### config.mk
export PLATFORM = sky130hd
export DESIGN_NAME = i2c_target
export DESIGN_NICKNAME = d
export VERILOG_FILES = /design/src/rtl/i2c_target.sv
export SDC_FILE = /design/constraint.sdc
export NUM_CORES = 1
export LEC_CHECK = 0
export ABC_CLOCK_PERIOD_IN_PS = 2250
export CORE_MARGIN = 2
export CORE_UTILIZATION = 30
export DETAILED_ROUTE_END_ITERATION = 6
export GPL_TIMING_DRIVEN = 0
export PLACE_DENSITY = 0.57
export SETUP_SLACK_MARGIN = 0.1
export SLEW_MARGIN = 20
export SYNTH_ARGS = -nofsm -noshare
export SYNTH_HDL_FRONTEND = slang
export SYNTH_SLANG_ARGS = --single-unit
### constraint.sdc
create_clock -name clk -period 2.25 [get_ports clk]
set_input_delay 0.3375 -clock clk [delete_from_list [all_inputs] [get_ports clk]]
set_output_delay 0.3375 -clock clk [all_outputs]
set_load 0.03 [all_outputs]
### src/rtl/i2c_target.sv
// I2C target: fixed 7-bit address, ACKs every write byte, serves read
// bytes from tx_data. Open-drain SDA only; SCL is never stretched.
module i2c_target #(
  parameter logic [6:0] SLAVE_ADDR = 7'h50
) (
  input  logic       clk,
  input  logic       rst,
  input  logic       scl_i,
  input  logic       sda_i,
  output logic       sda_oe,
  output logic       addressed,
  output logic [7:0] rx_data,
  output logic       rx_valid,
  input  logic [7:0] tx_data,
  output logic       tx_load,
  output logic       stop_det
);

  typedef enum logic [2:0] {
    IDLE, ADDR, ADDR_ACK, WR_DATA,
    WR_ACK, RD_DATA, RD_ACK, IGNORE
  } state_t;

  logic scl_s1, scl_s2, scl_p;
  logic sda_s1, sda_s2, sda_p;

  always_ff @(posedge clk) begin
    if (rst) begin
      scl_s1 <= 1'b1;
      scl_s2 <= 1'b1;
      scl_p  <= 1'b1;
      sda_s1 <= 1'b1;
      sda_s2 <= 1'b1;
      sda_p  <= 1'b1;
    end else begin
      scl_s1 <= scl_i;
      scl_s2 <= scl_s1;
      scl_p  <= scl_s2;
      sda_s1 <= sda_i;
      sda_s2 <= sda_s1;
      sda_p  <= sda_s2;
    end
  end

  logic scl_rise, scl_fall, scl_hi;
  logic start, stop;

  assign scl_rise = scl_s2 & ~scl_p;
  assign scl_fall = ~scl_s2 & scl_p;
  assign scl_hi   = scl_s2 & scl_p;
  assign start    = scl_hi & sda_p & ~sda_s2;
  assign stop     = scl_hi & ~sda_p & sda_s2;

  state_t     state, state_n;
  logic [2:0] cnt, cnt_n;
  logic [7:0] sh, sh_n;
  logic [7:0] shifted;
  logic       rw, rw_n;
  logic       done, done_n;
  logic       oe_n, adr_n;
  logic [7:0] rxd_n;
  logic       rxv_n, txl_n, stp_n;

  assign shifted = {sh[6:0], sda_s2};

  always_ff @(posedge clk) begin
    if (rst) begin
      state     <= IDLE;
      cnt       <= 3'd0;
      sh        <= 8'h00;
      rw        <= 1'b0;
      done      <= 1'b0;
      sda_oe    <= 1'b0;
      addressed <= 1'b0;
      rx_data   <= 8'h00;
      rx_valid  <= 1'b0;
      tx_load   <= 1'b0;
      stop_det  <= 1'b0;
    end else begin
      state     <= state_n;
      cnt       <= cnt_n;
      sh        <= sh_n;
      rw        <= rw_n;
      done      <= done_n;
      sda_oe    <= oe_n;
      addressed <= adr_n;
      rx_data   <= rxd_n;
      rx_valid  <= rxv_n;
      tx_load   <= txl_n;
      stop_det  <= stp_n;
    end
  end

  // done marks a completed byte whose ACK slot opens on the next scl_fall
  always_comb begin
    state_n = state;
    cnt_n   = cnt;
    sh_n    = sh;
    rw_n    = rw;
    done_n  = done;
    oe_n    = sda_oe;
    adr_n   = addressed;
    rxd_n   = rx_data;
    rxv_n   = 1'b0;
    txl_n   = 1'b0;
    stp_n   = 1'b0;
    if (stop) begin
      state_n = IDLE;
      oe_n    = 1'b0;
      adr_n   = 1'b0;
      done_n  = 1'b0;
      stp_n   = 1'b1;
    end else if (start) begin
      state_n = ADDR;
      cnt_n   = 3'd0;
      oe_n    = 1'b0;
      adr_n   = 1'b0;
      done_n  = 1'b0;
    end else begin
      unique case (state)
        IDLE: ;
        ADDR: begin
          if (scl_rise) begin
            sh_n  = shifted;
            cnt_n = cnt + 3'd1;
            if (cnt == 3'd7) begin
              if (sh[6:0] == SLAVE_ADDR) begin
                rw_n   = sda_s2;
                done_n = 1'b1;
              end else begin
                state_n = IGNORE;
              end
            end
          end else if (scl_fall && done) begin
            done_n  = 1'b0;
            oe_n    = 1'b1;
            state_n = ADDR_ACK;
          end
        end
        ADDR_ACK: begin
          if (scl_fall) begin
            adr_n = 1'b1;
            if (rw) begin
              txl_n   = 1'b1;
              oe_n    = ~tx_data[7];
              sh_n    = {tx_data[6:0], 1'b0};
              cnt_n   = 3'd1;
              state_n = RD_DATA;
            end else begin
              oe_n    = 1'b0;
              cnt_n   = 3'd0;
              state_n = WR_DATA;
            end
          end
        end
        WR_DATA: begin
          if (scl_rise) begin
            sh_n  = shifted;
            cnt_n = cnt + 3'd1;
            if (cnt == 3'd7) begin
              rxd_n  = shifted;
              rxv_n  = 1'b1;
              done_n = 1'b1;
            end
          end else if (scl_fall && done) begin
            done_n  = 1'b0;
            oe_n    = 1'b1;
            state_n = WR_ACK;
          end
        end
        WR_ACK: begin
          if (scl_fall) begin
            oe_n    = 1'b0;
            cnt_n   = 3'd0;
            state_n = WR_DATA;
          end
        end
        // cnt counts bits already driven; wrap to 0 means all 8 are out
        RD_DATA: begin
          if (scl_fall) begin
            if (cnt == 3'd0) begin
              oe_n    = 1'b0;
              done_n  = 1'b0;
              state_n = RD_ACK;
            end else begin
              oe_n  = ~sh[7];
              sh_n  = {sh[6:0], 1'b0};
              cnt_n = cnt + 3'd1;
            end
          end
        end
        RD_ACK: begin
          if (scl_rise) begin
            if (sda_s2) begin
              oe_n    = 1'b0;
              state_n = IGNORE;
            end else begin
              done_n = 1'b1;
            end
          end else if (scl_fall && done) begin
            done_n  = 1'b0;
            txl_n   = 1'b1;
            oe_n    = ~tx_data[7];
            sh_n    = {tx_data[6:0], 1'b0};
            cnt_n   = 3'd1;
            state_n = RD_DATA;
          end
        end
        IGNORE: oe_n = 1'b0;
      endcase
    end
  end

endmodule

# Word-level counts from Yosys, hierarchy flattened
# Index checks and enable logic that the tools add are counted.
# word_totals
inputBits,12
output_inout_bits,13
register_bits,35
# classes
reduce_logical,21
n_bitwise,17
addsub,1
n_eq_ne,45
n_mux,63
# op_table
operator,count
$mux W3,22
$mux W8,7
$ne A3 B3 Y1 const B,17
$pmux W8 S4,1
$mux W1,28
$reduce_and A12 Y1,2
$ne A2 B2 Y1 const B,11
$ne A4 B4 Y1 const B,5
$pmux W3 S6,1
$reduce_bool A6 Y1,3
$eq A3 B3 Y1 const B,5
$pmux W3 S5,1
$not A1 Y1,10
$reduce_and A10 Y1,1
$reduce_and A9 Y1,1
$reduce_and A8 Y1,1
$reduce_bool A4 Y1,2
$and A1 B1 Y1,7
$eq A7 B7 Y1 const B,1
$reduce_and A7 Y1,1
$reduce_bool A7 Y1,1
$eq A3 B2 Y1 const B,2
$pmux W1 S6,1
$reduce_and A6 Y1,1
13 further kinds,15

# Longest topological paths before layout
# Gate-level depths: netlist of run 1.
# logic_depth
word_depth,7
ltp_mapped,8

# Least setup slack after synthesis of run 1
# No wires, ideal clock.
# synth_timing
path_kind,register to register
start,reg sda_s2
end,reg sh[6]
setup_slack_ns,0.464
path_stages_with_launch,8
t_arrival_ns,1.715
setup_ns,0.071
required_time_ns,2.179
path_cell_list,dfxtp_1 > buf_6 > xor2_1 > a21o_2 > a221o_1 > buf_6 > or3_1 > a21oi_1
# synth_between
elab_chain_cells,4
elab_cells_between_ends,6
cone_classes,5 x bitwise; 1 x reduce/logical
# synth_lines
element,line_no,text
"start, declared",25,"logic sda_s1, sda_s2, sda_p;"
"start signal, assigned",40,sda_s2 <= sda_s1;
$not A1 Y1,51,assign start = scl_hi & sda_p & ~sda_s2;
$and A1 B1 Y1,51,
$not A1 Y1 (no source line),-,
$reduce_and A10 Y1 (no source line) (*),-,
"end signal, assigned",82,sh <= sh_n;
"end, declared",56,"logic [7:0] sh, sh_n;"
# Every way passes the cells marked *; elsewhere a longest branch is shown, timed or not.
# A chain may end at the register's enable or synchronous reset.

# Worst setup path in the final report of run 1
# layout_timing
start,reg scl_p
end,reg sh[6]
# layout_between
elab_chain_cells,5
elab_cells_between_ends,17
cone_classes,5 x eq/ne; 10 x bitwise; 2 x reduce/logical
# layout_lines
element,line_no,text
"start, declared",24,"logic scl_s1, scl_s2, scl_p;"
"start signal, assigned",38,scl_p <= scl_s2;
$and A1 B1 Y1,50,assign scl_hi = scl_s2 & scl_p;
$and A1 B1 Y1 (on tied branches) (2 in a row),"52, 51",
$not A1 Y1 (no source line),-,
$reduce_and A10 Y1 (no source line) (*),-,
# Marks and branches as above.

==> results by group, run 1 <==
Clock tree
  • Worst skew pair latency: 0.29 ns
  • Clk root buf: clkbuf_8
  • TritonCTS Sinks: 35
  • Clock Path Buffers: 2
  • Post_cts resized: 0
  • Worst-path clk slew: 0.08 ns
  • Total CTS buffers: 5
  • CTS Hold Bufs: 0
  • CTS H-tree depth: 2
  • TritonCTS clock tree: built
  • Post-CTS Setup Inserts: 0

Worst hold path
  • HP Class: flip-flop to flip-flop
  • Hold path depth: 1
  • WHS Endpoint: scl_s2
  • Hold_sp: scl_s1

Setup path
  • FF-to-FF End: sh[6]
  • Crit path largest cell delay: 0.48 ns
  • Reg2Reg Setup Slack: 0.23 ns
  • Arrival time at the worst endpoint: 2.24 ns
  • RR Startpoint: scl_p
  • FF-to-FF path depth: 7
  • Crit Path Class: flip-flop to flip-flop
  • CP Capture Type: flip-flop
  • Cells along the critical path: buf_6 -> and2b_4 -> o22ai_1 -> a221o_1 -> buf_6 -> or3_1 -> a21oi_1
  • Worst EP required: 2.47 ns
  • Worst path most repeated cell: buf_6
  • Slowest CP cell: a221o_1
  • CP Max Fanout: 10
  • Worst setup SP type: flip-flop

Synth
  • Synth area leaders: dfxtp_1 (33%), mux2i_1 (8.5%), o21ai_0 (4.5%)
  • Post-synth net total: around 260
  • Post-synth EDFFs: 0
  • Post-synthesis mux area share: 0.0957
  • Primary FF master, synth: dfxtp_1
  • Cells after Synth: 240
  • Cell area after synthesis: roughly 2100 µm²
  • Sequential area share after synthesis: 0.331
  • Synth unique cells: 58
  • #FFs+latches synth: 35
  • Main combinational cell family by area after synthesis: simple AND/OR/NAND/NOR gates
  • Avg Inst Size Synth: ~8.8 µm²
  • Synth Area in Compound Gates: 0.216
  • Adder-Cell Fraction of Synth Area: 0.0177
  • Post-synth ARST share: 0
  • Synth top area share: 0.331
  • Synth warn: 0
  • Simple-gate share of the synthesized area: 0.241
  • Post-synthesis xor/xnor area fraction: 0.00414
  • Area leader, netlist: dfxtp_1

Drt
  • Vias per Instance: 5.15
  • Via count: 1889
  • Post-route DRC: 0
  • WL/cell: approximately 15 µm
  • ANT nets after route: 0
  • Final wirelength: 5380 µm
  • Drt first pass iters: 5
  • DRT iter0 DRCs: 236

Power
  • Leakage: 0.883 nW
  • Pwr dens: 610 nW/µm²
  • VDD IR max: 0.321 mV

Place
  • GP Congestion: 0.928
  • IO Port Bufs: 24
  • Dpl ws: between 0.2 and 0.25 ns
  • Placed Area: ~2500 µm²
  • Post-DP HPWL: ~3800 µm
  • Placed cell count: 360

Global route
  • First-pass GRT wire length: 9090 µm
  • Antenna violations before repair: 0
  • Met1 Track Usage GR: 0.224
  • Routing usage on met3: 0.0226
  • Largest net degree at the start of global routing: 12
  • Vias in the first global route: 1796
  • Grt met2 use: 0.218
  • GRT busiest layer: met1
  • Grt total ovfl: 0
  • GRT Util Overall: 0.151

Timing
  • FMAX: 0.495 GHz
  • Layout Skew: 0.0114 ns
  • Final setup violation count: 0
  • Max-slew headroom: 0.631
  • Post-route minimum period: around 2.0 ns
  • Least-Margin Pin Slew: ~0.55 ns
  • RSZ-0062 raised after global routing: no
  • Final Max Tran Viols: 0
  • Period utilization: 0.898
  • Final TNS setup: 0 ns
  • Setup WS post-layout: 0.229 ns
  • Final hold violations: 0

Floorplanning
  • DIE AREA: 7740 µm²
  • Die Y: 88.0 µm
  • Starting Density: 0.312
  • CORE AREA: approximately 6800 µm²
  • Die Width: 88.0 µm
  • # IOs: 25
  • Site Rows: 30

Final layout
  • Ratio of cells with drive above 1 in the final layout: 0.166
  • Final net count: 286
  • Non-filler cells, final: about 370
  • Utilization after layout: 0.377
  • Fin area: about 2600 µm²
  • Antenna Cells: 0
  • Area Overhead vs Synth: 21.0%

Outcome
  • Outcome: finished, final reports clean

Flow run
  • Maxcap violations: 0
==> layout make-up <==
class / count / area, µm²
buffer: 20 / 171
sequential: 35 / 701
timing repair buffer: 24 / 240
multi-input combinational: 177 / 1220
clock inverter: 2 / 13.8
tap: 96 / 120
inverter: 8 / 30.0
fill: 707 / 4230
clock buffer: 5 / 68.8
==> layout by cell type, fill, tap and decap left out, drive strengths merged, types with 3 or more instances in the layout <==
cell	n
dfxtp	35
clkdlybuf4s50	24
nor2	20
o21ai	19
mux2i	18
a21oi	17
clkbuf	14
nor3	10
buf	10
nand2b	9
or3	8
inv	8
nand2	7
or2	7
o22ai	4
nor4	3
nor2b	3
o221a	3
ha	3
and2b	3
a211oi	3
==> kinds of logic (layout without fill, tap and decap cells) <==
| group | Yosys count | in the layout |
|---|---|---|
| fa+ha+maj | 3 | 3 |
| compound gates | 68 | 68 |
| xor+xnor | 1 | 1 |
| flops | 35 | 35 |
| buf+inv | 28 | 59 |
| simple gates | 85 | 85 |
| mux | 20 | 20 |
==> power breakdown <==
group / total (mW) / internal [mW] / switching, mW
Clock: 0.464 / 0.212 / 0.252
Sequential: 0.650 / 0.638 / 0.0125
Combinational: 0.448 / 0.190 / 0.258
Total: 1.56 / 1.04 / 0.523
==> worst max path at each step <==
stage / endpoint / slack [ns] / start / cells after the start
after global placement: state[0] / 0.23 / rst / 3
after detailed placement: sh[7] / 0.25 / cnt[0] / 8
after global routing: sh[7] / 0.13 / scl_p / 7
after floorplan: sh[6] / 0.46 / sda_s2 / 7
after CTS: sh[7] / 0.21 / cnt[0] / 8
final: sh[6] / 0.23 / scl_p / 7
==> cells in the mapped netlist (3+ instances only) <==
library cell / n
dfxtp_1: 35
nor2_1: 19
o21ai_0: 19
mux2i_1: 18
a21oi_1: 17
nand2b_1: 9
nor3_1: 9
or3_1: 8
buf_6: 7
inv_1: 7
nand2_1: 7
or2_2: 7
clkbuf_1: 5
o22ai_1: 4
buf_2: 3
clkbuf_8: 3
ha_1: 3
nor2b_1: 3
nor4_1: 3
o221a_2: 3
==> layer usage <==
| metal | part of all wire | up-vias |
|---|---|---|
| li1 | - | 937 |
| met1 | 0.49 | 891 |
| met2 | 0.45 | 52 |
| met3 | 0.048 | 9 |
| met4 | 0.015 | 0 |
| met5 | 0 | - |
==> worst max-delay path: cells and delay by family (launching register included) <==
family                 cells  cell delay (ns)
AND/OR/NAND/NOR            2             0.53
buffers and inverters      2             0.34
flip-flops                 1             0.38
AO/OA/AOI/OAI              3             0.70
==> metrics by stage <==
| step | power (mW) | hold WS [ns] |
|---|---|---|
| after floorplan | 0.993 | 0.389 |
| after global placement | 1.11 | 0.392 |
| after detailed placement | 1.10 | 0.401 |
| after CTS | 1.57 | 0.417 |
| after global routing | 1.65 | 0.448 |
| final | 1.56 | 0.404 |
==> state kept, by name, summed over array words and instances (netlist names), 3 cells and up <==
name,flops
cnt,3
sh,8
state,3
rx_data,8
Note: power is estimated with default switching activity, not from simulation.
==> inputs of run 2 (changes only) <==
--- a/config.mk
+++ b/config.mk
@@ -6,6 +6,7 @@
 export NUM_CORES = 1
 export LEC_CHECK = 0
 export ABC_CLOCK_PERIOD_IN_PS = 2250
+export CORE_ASPECT_RATIO = 1.5
 export CORE_MARGIN = 2
 export CORE_UTILIZATION = 30
 export DETAILED_ROUTE_END_ITERATION = 6
@@ -16,3 +17,4 @@
 export SYNTH_ARGS = -nofsm -noshare
 export SYNTH_HDL_FRONTEND = slang
 export SYNTH_SLANG_ARGS = --single-unit
+export TNS_END_PERCENT = 30
==> results by group, run 2 (synthesized netlist as in run 1, its figures left out) <==
Clock tree
  • Post-CTS Setup Inserts: 0 (unchanged)
  • CTS H-tree depth: 2 (unchanged)
  • Total CTS buffers: 5 (unchanged)
  • TritonCTS Sinks: 35 (unchanged)
  • Worst-path clk slew: 0.08 ns (about the same)
  • TritonCTS clock tree: built
  • Clock Path Buffers: 2 (unchanged)
  • Clk root buf: clkbuf_8
  • CTS Hold Bufs: 0 (unchanged)
  • Worst skew pair latency: 0.30 ns (about the same)

Outcome
  • Outcome: finished, final reports clean

Setup path
  • RR Startpoint: scl_p
  • FF-to-FF path depth: 7 (unchanged)
  • Worst path most repeated cell: buf_6
  • Crit path largest cell delay: 0.48 ns (about the same)
  • CP Capture Type: flip-flop
  • Crit path to: sh[7]
  • FF-to-FF End: sh[7]
  • Worst EP required: 2.48 ns (about the same)
  • Reg2Reg Setup Slack: 0.19 ns (-0.04 ns)
  • Slowest CP cell: a221o_1
  • Crit Path Class: flip-flop to flip-flop
  • CP startpoint: scl_p
  • Arrival time at the worst endpoint: 2.29 ns (+0.05 ns)
  • Worst setup SP type: flip-flop
  • Cells along the critical path: buf_6 -> and2b_4 -> o22ai_1 -> a221o_1 -> buf_6 -> or3_1 -> a21oi_1
  • CP Max Fanout: 10 (unchanged)

Drt
  • DRT iter0 DRCs: 194 (-18%)
  • ANT nets after route: 0 (unchanged)
  • Final wirelength: 5490 µm (+2.0%)
  • Drt first pass iters: 5 (unchanged)
  • Post-route DRC: 0 (unchanged)
  • Vias per Instance: 5.37 (+4.2%)
  • Via count: 1878 (-0.58%)
  • WL/cell: 15.7 µm (+7.0%)

Power
  • Internal power: 1.05 mW (+0.98%)
  • Pwr dens: 621 nW/µm² (+1.9%)
  • Register share of total power: 0.410 (-0.006)
  • Net Sw Power: 0.535 mW (+2.3%)
  • Leakage: 0.884 nW (about the same)
  • VDD IR max: 0.274 mV (-15%)
  • Combinational Power Share: 0.283 (-0.004)
  • Switching power share of the total: 0.338 (+0.00289)
  • Clk pwr share: 0.306 (+0.009)

Global route
  • First-pass GRT wire length: 9330 µm (+2.6%)
  • Largest net degree at the start of global routing: 14 (+2)
  • GRT Util Overall: 0.154 (+0.00308)
  • Antenna violations before repair: 0 (unchanged)
  • Vias in the first global route: 1817 (+1.2%)
  • Grt total ovfl: 0 (unchanged)

Timing
  • Least-Margin Pin Slew: 0.550 ns (-0.00106 ns)
  • Period utilization: 0.916 (+0.0181)
  • Final TNS setup: 0 ns (unchanged)
  • Hold slack: 0.414 ns (+0.0107 ns)
  • Post-route minimum period: 2.06 ns (+0.0408 ns)
  • Layout Skew: 0.00466 ns (-0.00675 ns)
  • Final setup violation count: 0 (unchanged)
  • Final hold violations: 0 (unchanged)
  • RSZ-0062 raised after global routing: yes
  • Max-slew headroom: 0.632 (+0.000713)
  • Final Max Tran Viols: 0 (unchanged)
  • FMAX: 0.485 GHz (-2.0%)

Place
  • Placed Area: 2450 µm² (-0.91%)
  • Post-DP HPWL: 3990 µm (+5.0%)
  • GP Congestion: 0.904 (-2.6%)
  • IO Port Bufs: 24 (unchanged)

Floorplanning
  • CORE AREA: 6850 µm² (+0.85%)
  • Site Rows: 37 (+23%)
  • Die Width: 72.6 µm (-18%)
  • # IOs: 25 (unchanged)
  • DIE AREA: 7760 µm² (+0.18%)
  • Die Y: 107 µm (+21%)
  • Starting Density: 0.309 (-0.00262)

Final layout
  • Commonest non-fill, non-tap cell in the layout: dfxtp_1
  • Final net count: 286 (unchanged)
  • Antenna Cells: 0 (unchanged)
  • Fin area: 2550 µm² (-0.44%)
  • Area Overhead vs Synth: 20.5%
  • Ratio of cells with drive above 1 in the final layout: 0.173 (+0.00674)
  • Largest registers: rx_data x8, sh x8
  • Most frequent cells in the layout: dfxtp_1 (35), clkdlybuf4s50_1 (24), o21ai_0 (19)

Worst hold path
  • Hold path depth: 1 (unchanged)
  • HP Class: flip-flop to flip-flop

Flow run
  • Maxcap violations: 0 (unchanged)
[run 2: changes by cell type in the layout (fill, tap and decap cells not counted), sizes merged]
cell / previous run / this run
inv: 8 / 9
clkinvlp: 0 / 2
clkinv: 2 / 0
[run 2: layer usage]
| layer | up-vias | GRT usage | wire, µm |
|---|---|---|---|
| li1 | 940 | - | - |
| met1 | 903 | 0.190 | 2470 |
| met2 | 27 | 0.261 | 2780 |
| met3 | 8 | 0.0226 | 120 |
| met4 | 0 | 0.0648 | 117 |
| met5 | - | 0 | 0 |
[run 2: worst min path at each step]
stage / startpoint / endpoint / slack [ns]
3_5_place_dp: sda_s1 / sda_s2 / 0.40
6_report: scl_s1 / scl_s2 / 0.41
2_1_floorplan: scl_s1 / scl_s2 / 0.39
5_1_grt: scl_s1 / scl_s2 / 0.45
4_1_cts: sda_s1 / sda_s2 / 0.42
3_3_place_gp: scl_s1 / scl_s2 / 0.39
[run 2: worst max-delay path: cells and delay by family, from the launching register on]
| kind | cells | cell delay [ns] |
|---|---|---|
| simple gates | 2 | 0.52 |
| buf+inv | 2 | 0.35 |
| flops | 1 | 0.41 |
| compound gates | 3 | 0.70 |
[run 2: power groups by stage]
stage                     clock network [mW]  logic [mW]  registers [mW]
after global placement                     0       0.445           0.665
after global routing                   0.525       0.495           0.653
after detailed placement                   0       0.440           0.664
after floorplan                            0       0.331           0.663
final                                  0.485       0.448           0.650
after CTS                              0.501       0.443           0.650
[run 2: what timing repair did]
| action | CTS | global route |
|---|---|---|
| gates resized for setup | 0 | 3 |
| endpoints found under the setup margin | 0 | 7 |
| endpoints found under the hold margin | 0 | 0 |
[run 2: final cells by class]
type | instances | area [µm²]
well taps | 78 | 97.6
clock inverters | 3 | 23.8
repair buffers | 24 | 240
multi-input cells | 177 | 1220
flip-flops and latches | 35 | 701
plain buffers | 20 | 173
fillers | 726 | 4300
inverters | 8 | 30.0
clock buffers | 5 | 68.8
[run 2: stage by stage]
stage	utilization	total power, mW	setup slack (ns)	instances
final	0.372	1.58	0.188	350
after CTS	0.372	1.59	0.208	350
after floorplan	-	0.993	0.464	240
after detailed placement	0.358	1.10	0.235	342
after global placement	0.358	1.11	0.212	342
after global routing	0.372	1.67	0.0866	350
==> inputs of run 3 (changes only) <==
--- a/config.mk
+++ b/config.mk
@@ -6,12 +6,14 @@
 export NUM_CORES = 1
 export LEC_CHECK = 0
 export ABC_CLOCK_PERIOD_IN_PS = 2250
+export CELL_PAD_IN_SITES_DETAIL_PLACEMENT = 2
+export CELL_PAD_IN_SITES_GLOBAL_PLACEMENT = 2
 export CORE_ASPECT_RATIO = 1.5
 export CORE_MARGIN = 2
 export CORE_UTILIZATION = 30
 export DETAILED_ROUTE_END_ITERATION = 6
 export GPL_TIMING_DRIVEN = 0
-export PLACE_DENSITY = 0.57
+export PLACE_DENSITY = 0.8
 export SETUP_SLACK_MARGIN = 0.1
 export SLEW_MARGIN = 20
 export SYNTH_ARGS = -nofsm -noshare
==> results by group, run 3 (synthesized netlist as in run 1, its figures left out) <==
Timing
  • Final hold violations: 0 (unchanged)
  • FMAX: 0.487 GHz (+0.31%)
  • Final setup violation count: 0 (unchanged)
  • Post-route minimum period: 2.06 ns (-0.00643 ns)
  • RSZ-0062 raised after global routing: yes
  • Max-slew headroom: 0.592 (-0.0401)
  • Final Max Tran Viols: 0 (unchanged)
  • Final TNS setup: 0 ns (unchanged)
  • Hold slack: 0.420 ns (+0.00584 ns)
  • Least-Margin Pin Slew: 0.610 ns (+0.0599 ns)
  • Period utilization: 0.913 (-0.00286)
  • Layout Skew: 0.00477 ns (+0.000107 ns)

Drt
  • DRT iter0 DRCs: 157 (-19%)
  • WL/cell: 19.6 µm (+25%)
  • Final wirelength: 6860 µm (+25%)
  • Via count: 1968 (+4.8%)
  • Post-route DRC: 0 (unchanged)
  • Vias per Instance: 5.62 (+4.8%)
  • ANT nets after route: 0 (unchanged)
  • Drt first pass iters: 4 (-1)

Global route
  • Vias in the first global route: 2128 (+17%)
  • GRT Util Overall: 0.186 (+0.0325)
  • Largest net degree at the start of global routing: 12 (-2)
  • Grt total ovfl: 0 (unchanged)
  • First-pass GRT wire length: 11300 µm (+21%)
  • Antenna violations before repair: 0 (unchanged)

Final layout
  • Most frequent cells in the layout: dfxtp_1 (35), clkdlybuf4s50_1 (24), o21ai_0 (19)
  • Largest registers: rx_data x8, sh x8
  • Commonest non-fill, non-tap cell in the layout: dfxtp_1
  • Area Overhead vs Synth: 20.4% (about the same)
  • Ratio of cells with drive above 1 in the final layout: 0.173 (unchanged)
  • Final net count: 286 (unchanged)
  • Antenna Cells: 0 (unchanged)

Setup path
  • Cells along the critical path: buf_6 -> clkbuf_1 -> nor3_1 -> or4_1 -> a311oi_1
  • Arrival time at the worst endpoint: 2.26 ns (-0.03 ns)
  • Slowest CP cell: or4_1
  • Crit path largest cell delay: 0.57 ns (+0.09 ns)
  • Worst setup SP type: flip-flop
  • FF-to-FF End: state[0]
  • Crit Path Class: flip-flop to flip-flop
  • FF-to-FF path depth: 5 (-2)
  • CP Capture Type: flip-flop
  • CP Max Fanout: 10 (unchanged)
  • Reg2Reg Setup Slack: 0.19 ns (about the same)
  • RR Startpoint: state[1]
  • Worst EP required: 2.45 ns (-0.03 ns)

Floorplanning
  • Die Width: 72.6 µm (unchanged)
  • # IOs: 25 (unchanged)
  • Starting Density: 0.309 (unchanged)
  • CORE AREA: 6850 µm² (unchanged)
  • DIE AREA: 7760 µm² (unchanged)
  • Site Rows: 37 (unchanged)
  • Die Y: 107 µm (unchanged)

Clock tree
  • Post_cts resized: 0 (unchanged)
  • Worst skew pair latency: 0.29 ns (about the same)
  • Total CTS buffers: 5 (unchanged)
  • Clk root buf: clkbuf_8
  • Clock Path Buffers: 2 (unchanged)
  • TritonCTS Sinks: 35 (unchanged)
  • CTS Hold Bufs: 0 (unchanged)
  • Post-CTS Setup Inserts: 0 (unchanged)
  • CTS H-tree depth: 2 (unchanged)
  • Worst-path clk slew: 0.08 ns (about the same)
  • TritonCTS clock tree: built

Place
  • IO Port Bufs: 24 (unchanged)
  • GP Congestion: 0.865 (-4.4%)
  • Post-DP HPWL: 5030 µm (+26%)

Worst hold path
  • Hold_sp: sda_s1
  • WHS Endpoint: sda_s2
  • Hold path depth: 1 (unchanged)
  • HP Class: flip-flop to flip-flop

Outcome
  • Outcome: finished, final reports clean

Power
  • Pwr dens: 628 nW/µm² (+1.2%)
  • Leakage: 0.885 nW (+0.14%)
  • VDD IR max: 0.294 mV (+6.9%)
  • Final Power: 1.60 mW (+1.1%)

Flow run
  • Maxcap violations: 0 (unchanged)
-- run 3: worst max-delay path: cells and delay by family, from the launching register on --
family,cells,cell delay (ns)
flip-flops,1,0.40
AND/OR/NAND/NOR,2,0.74
buffers and inverters,2,0.60
AO/OA/AOI/OAI,1,0.22
-- run 3: layout make-up --
type,count,area (µm²)
plain buffers,20,171
clock buffers,6,72.6
clock inverters,2,12.5
fillers,791,4300
inverters,8,30.0
multi-input cells,177,1220
flip-flops and latches,35,701
well taps,78,97.6
repair buffers,24,240
-- run 3: stage by stage --
stage                      util  cells  instance area (µm²)  setup WS (ns)
after floorplan               -    240                 2120          0.464
after global placement    0.358    342                 2450          0.200
after detailed placement  0.358    342                 2450          0.167
after CTS                 0.371    350                 2540          0.136
after global routing      0.372    350                 2550        0.00982
final                     0.372    350                 2550          0.195
-- run 3: worst max-delay path by stage --
stage	slack, ns	endpoint	startpoint
3_3_place_gp	0.20	sh[6]	cnt[0]
2_1_floorplan	0.46	sh[6]	sda_s2
4_1_cts	0.14	sh[2]	cnt[0]
3_5_place_dp	0.17	sh[6]	cnt[0]
6_report	0.19	state[0]	state[1]
5_1_grt	0.01	state[0]	state[1]
-- run 3: routing by layer --
layer | part of all wire | global-route usage
met5 | 0 | 0
met4 | 0.021 | 0.0622
met3 | 0.020 | 0.0263
met1 | 0.42 | 0.221
met2 | 0.53 | 0.336
-- run 3: where the power goes --
| part | switching (mW) | total (mW) | internal, mW |
|---|---|---|---|
| sequential | 0.0137 | 0.651 | 0.638 |
| combinational | 0.285 | 0.475 | 0.191 |
| clock | 0.258 | 0.475 | 0.217 |
